[config.mk]
export PLATFORM = sky130hd
export DESIGN_NAME = hexdisplay_driver
export DESIGN_NICKNAME = d
export VERILOG_FILES = /design/src/rtl/display_pkg.sv /design/src/rtl/hex_to_7seg.sv /design/src/rtl/hexdisplay_driver.sv
export SDC_FILE = /design/constraint.sdc
export NUM_CORES = 1
export LEC_CHECK = 0
export BUFFER_PORTS_ARGS = -buffer_cell sky130_fd_sc_hd__buf_2
export CORE_UTILIZATION = 57
export DETAILED_ROUTE_END_ITERATION = 12
export PLACE_DENSITY = 0.79
export SKIP_LAST_GASP = 1
export SYNTH_ARGS = -nofsm -noshare
export SYNTH_HDL_FRONTEND = slang
export SYNTH_HIERARCHICAL = 1
export SYNTH_SLANG_ARGS = --single-unit
[constraint.sdc]
create_clock -name clk -period 2.93 [get_ports clk]
set_input_delay 0.1465 -clock clk [delete_from_list [all_inputs] [get_ports clk]]
set_output_delay 0.1465 -clock clk [all_outputs]
set_load 0.03 [all_outputs]
[src/rtl/display_pkg.sv]
// Shared constants for the multiplexed 7-segment display: digit count,
// segment bit order and the hex glyph table (active-high).
package display_pkg;

    localparam int NUM_DIGITS = 8;

    // Bit position of each segment on the 7-bit segment bus, {g,f,e,d,c,b,a}.
    typedef enum logic [2:0] {
        SEG_A, SEG_B, SEG_C, SEG_D, SEG_E, SEG_F, SEG_G
    } seg_bit_e;

    localparam int SEG_W = int'(SEG_G) + 1;

    // Entry n lights the glyph for hex digit n; leftmost entry is index 15.
    localparam logic [15:0][SEG_W-1:0] SEG_TABLE = {
        7'h71, 7'h79, 7'h5E, 7'h39, 7'h7C, 7'h77, 7'h6F, 7'h7F,
        7'h07, 7'h7D, 7'h6D, 7'h66, 7'h4F, 7'h5B, 7'h06, 7'h3F
    };

endpackage

[src/rtl/hex_to_7seg.sv]
// Combinational hex nibble to 7-segment glyph decoder (active-high segments).
module hex_to_7seg
    import display_pkg::*;
(
    input  logic [3:0]       nibble,
    output logic [SEG_W-1:0] seg
);

    assign seg = SEG_TABLE[nibble];

endmodule

[src/rtl/hexdisplay_driver.sv]
// Time-multiplexed 8-digit hex display driver with frame-synchronous
// snapshot of the input word, leading-zero blanking and anti-ghost dead slot.
module hexdisplay_driver
    import display_pkg::*;
#(
    parameter int SCAN_DIV = 50000,
    parameter int BLANK_LZ = 1
) (
    input  logic                    clk,
    input  logic                    rst_n,
    input  logic [4*NUM_DIGITS-1:0] din,
    input  logic                    en,
    output logic [NUM_DIGITS-1:0]   an_n,
    output logic [SEG_W-1:0]        seg_n,
    output logic                    dp_n,
    output logic                    frame_tick
);

    localparam int CNT_W  = (SCAN_DIV > 1) ? $clog2(SCAN_DIV) : 1;
    localparam int IDX_W  = $clog2(NUM_DIGITS);
    localparam int DATA_W = 4 * NUM_DIGITS;

    logic [CNT_W-1:0]  cnt;
    logic [IDX_W-1:0]  idx;
    logic [DATA_W-1:0] shadow;
    logic [DATA_W-1:0] upper;
    logic [3:0]        nibble;
    logic [SEG_W-1:0]  seg;
    logic              cnt_wrap;
    logic              frame_load;
    logic              blank;
    logic              dark;

    always_comb begin
        cnt_wrap   = (cnt == CNT_W'(SCAN_DIV - 1));
        frame_load = cnt_wrap && (idx == IDX_W'(NUM_DIGITS - 1));
        // Nibbles idx..7 shifted down; zero means this and all higher digits are zero.
        upper      = shadow >> {idx, 2'b00};
        nibble     = upper[3:0];
        blank      = (BLANK_LZ != 0) && (idx != '0) && (upper == '0);
        dark       = (cnt == '0) || !en || blank;
    end

    hex_to_7seg u_hex_to_7seg (
        .nibble (nibble),
        .seg    (seg)
    );

    // NOTE: non-blocking assignments keep every register sampling pre-edge values.
    always_ff @(posedge clk or negedge rst_n) begin
        if (!rst_n) begin
            cnt        <= '0;
            idx        <= '0;
            shadow     <= '0;
            an_n       <= '1;
            seg_n      <= '1;
            frame_tick <= 1'b0;
        end else begin
            cnt        <= cnt_wrap ? '0 : cnt + 1'b1;
            if (cnt_wrap) begin
                idx <= idx + 1'b1;
            end
            // Snapshot only at the frame boundary so a frame never mixes two words.
            if (frame_load) begin
                shadow <= din;
            end
            frame_tick <= frame_load;
            an_n       <= dark ? '1 : ~(NUM_DIGITS'(1) << idx);
            seg_n      <= dark ? '1 : ~seg;
        end
    end

    assign dp_n = 1'b1;

endmodule

==> flow_summary.yaml <==
yosys:
  yosysTopAreaCell: "dfrtp_1"
  yosysSeqAreaShare_pct: 46.4
  synth_edf_count: 0
  syn_area_per_cell_sq_um: 12.0
  ys_seq_elements: 67
  synth_top_cell_area_share_pct: 35.6
  yosys_warnings: 6
  yosysMostFrequentCell: "dfrtp_1"
  netlist_instances: 304
  syn-num-nets: 354
  ys_async_sr_fraction_pct: 100
  ys_top_cells_by_count: "dfrtp_1 (52), mux2_1 (32), nor2_1 (27), nand2_1 (17)"
  synth_cell_types: 54
  syn_area_sq_mm: 0.00365
  synth_area_leaders: "dfrtp_1 (36%), dfstp_2 (11%), mux2_1 (9.9%)"
  synthFlopType: "dfrtp_1"
power:
  total_leakage_power_uw: 0.00188
  power_density_mw_per_mm2: 458
  power_uw: 1970
  peakVddDrop_uv: 354
cts:
  cts_sinks: 67
  hold_buffers: 13
  cts_tree: "done"
  clockBufferDepth: 2
  clkLatencyLatePin_ps: 360
  cts_setup_buffers: 0
  ctsResizeCount: 0
  numCtsBuffers: 9
  htreeDepth: 3
  clk_pin_slew_worst_paths_ps: 70
  cts_root_buf: "clkbuf_8"
sta:
  tightest_slew_ps: 738
  clock_skew_ps: 13.5
  slew_headroom_pct: 50.8
  setup_tns_ps: 0
  drv_slew: 0
  rsz0062_at_grt: "no"
  fmax_ghz: 0.377
  fin_crit_sh_pct: 90.4
  final-hold-violation-count: 0
  holdWs_ps: 3.85
  setup_viol_count_final: 0
  min_period_ps: 2650
worst_setup_path:
  critPathRequiredTime_ps: 3200
  cp_max_fo: 14
  critPathKind: "register to register"
  end_kind: "register"
  crit_path_start_kind: "register"
  worstPathArrival_ps: 2920
floorplanning:
  fp.coreArea_sq_mm: 0.00606
  start_util_pct: 60.3
  die_w_microns: 82.1
  ios: 52
  placementRows: 28
  dieArea_sq_mm: 0.00673
  dieHeight_microns: 82.1
global_route:
  overflow: 0
  grt_pass1_vias: 2427
  grt_max_degree: 37
  grt_pass1_wl_mm: 11.8
  grtUsageTotal_pct: 24.4
  antenna_found_initial: 0
final_layout:
  nets: 421
  drive_above_1_share_pct: 29.8
  antenna_cells: 0
  nFillCells: 432
  stdcell_area_sq_mm: 0.00431
  synthToLayoutAreaGrowth_pct: 18.0
  multi_input_area_sq_mm: 0.00182
  final-seq-area_sq_mm: 0.00170
  layoutNonFillerInstCount: 451
drt:
  routedWlPerCell_microns: 15.7
  drc: 0
  via_per_inst: 5.79
  drt_pre_antenna_iters: 4
  antenna_left: 0
  dr_total_vias: 2610
  routed_wl_mm: 7.07
  drt-initial-drc-count: 190
placed_design:
  place.port_buffers: 50
  dp_cells: 421
  post_dp_cell_area_sq_mm: 0.00396
  gp_congestion: 0.891
  hpwl_mm: 5.18
job:
  maxCapViolCount: 0
outcome:
  status: "finished, final reports clean"
min_path:
  hold_path_class: "input port to register"
[power breakdown]
group | leakage, uW | total (uW) | internal, uW | switching, uW
Clock | 0.000108 | 810 | 459 | 351
Combinational | 0.000974 | 176 | 84.1 | 91.7
Sequential | 0.000796 | 987 | 962 | 25.4
[final cells by class]
cell class,instances,area share [%]
Sequential cell,67,39.3
Multi-Input combinational cell,212,42.2
Tap cell,75,2.18
Timing Repair Buffer,70,10.4
Inverter,11,0.957
Clock buffer,12,3.83
Clock inverter,4,1.10
[sequential cells by signal, indices dropped and copies added, names as in the netlist]
name and count:
seg_n 7, cnt 16, frame_tick 1, an_n 8
idx 3, shadow 32
[per-layer routing]
| layer | GRT usage [%] | part of all wire (%) | vias to the layer above |
|---|---|---|---|
| li1 | - | - | 1240 |
| met1 | 32.8 | 45 | 1289 |
| met2 | 38.2 | 48 | 72 |
| met3 | 5.33 | 4.6 | 9 |
| met4 | 10.0 | 1.8 | 0 |
| met5 | 0 | 0 | - |
[worst max-delay path, stage by stage (launching register included)]
cell and delay (ps):
dfrtp_1 520, buf_4 220, mux4_1 580, or3_1 340, a211oi_2 250, o211ai_2 330
o211ai_1 310
[final timing paths]
check	startpoint	endpoint	slack, ps	cells after the start
setup / recovery	idx[0]	an_n[7]	280	6
hold / removal	din[10]	shadow[10]	4	2
setup reg to reg	idx[0]	an_n[7]	280	6
hold reg to reg	shadow[1]	shadow[1]	490	1
max in group asynchronous	rst_n	seg_n[1]	1850	3
min in group asynchronous	rst_n	shadow[13]	390	2
[through the flow]
stage          setup slack [ps]  utilization [%]
5_1_grt                     140             71.2
2_1_floorplan               481                -
3_5_place_dp                304             65.3
4_1_cts                     262             71.0
3_3_place_gp                395             65.3
6_report                    280             71.2
[cells by family after synthesis]
group | Yosys count | synth area share, %
XOR/XNOR | 15 | 3.60
flip-flops | 67 | 46.4
buffers and inverters | 25 | 3.73
AND/OR/NAND/NOR | 95 | 13.5
other | 1 | 0.103
multiplexers | 48 | 18.1
adder cells (fa/ha/maj) | 15 | 5.14
AO/OA/AOI/OAI | 38 | 9.45
[placed cells by master (no fill, tap or decap), types with 2 or more instances in the layout]
cell	n
inv_1	10
o22ai_1	2
and3_1	3
nor3_1	11
nor2b_1	2
nand4_1	6
mux4_2	3
o211ai_1	4
mux2_2	5
dfrtp_1	52
buf_4	5
nor2_1	27
o211ai_2	8
xnor2_1	6
nand2_1	17
a211oi_2	2
clkbuf_8	12
a21oi_1	7
o21ai_0	3
mux2i_1	2
dfstp_2	15
mux4_1	6
nor3b_1	2
ha_1	15
mux2_1	32
clkinv_2	2
dlygate4sd3_1	14
a31oi_1	2
buf_2	50
nand3_1	10
xor2_1	9
nor4_1	5
nand2b_1	2
(Power assumes the default switching activity.)
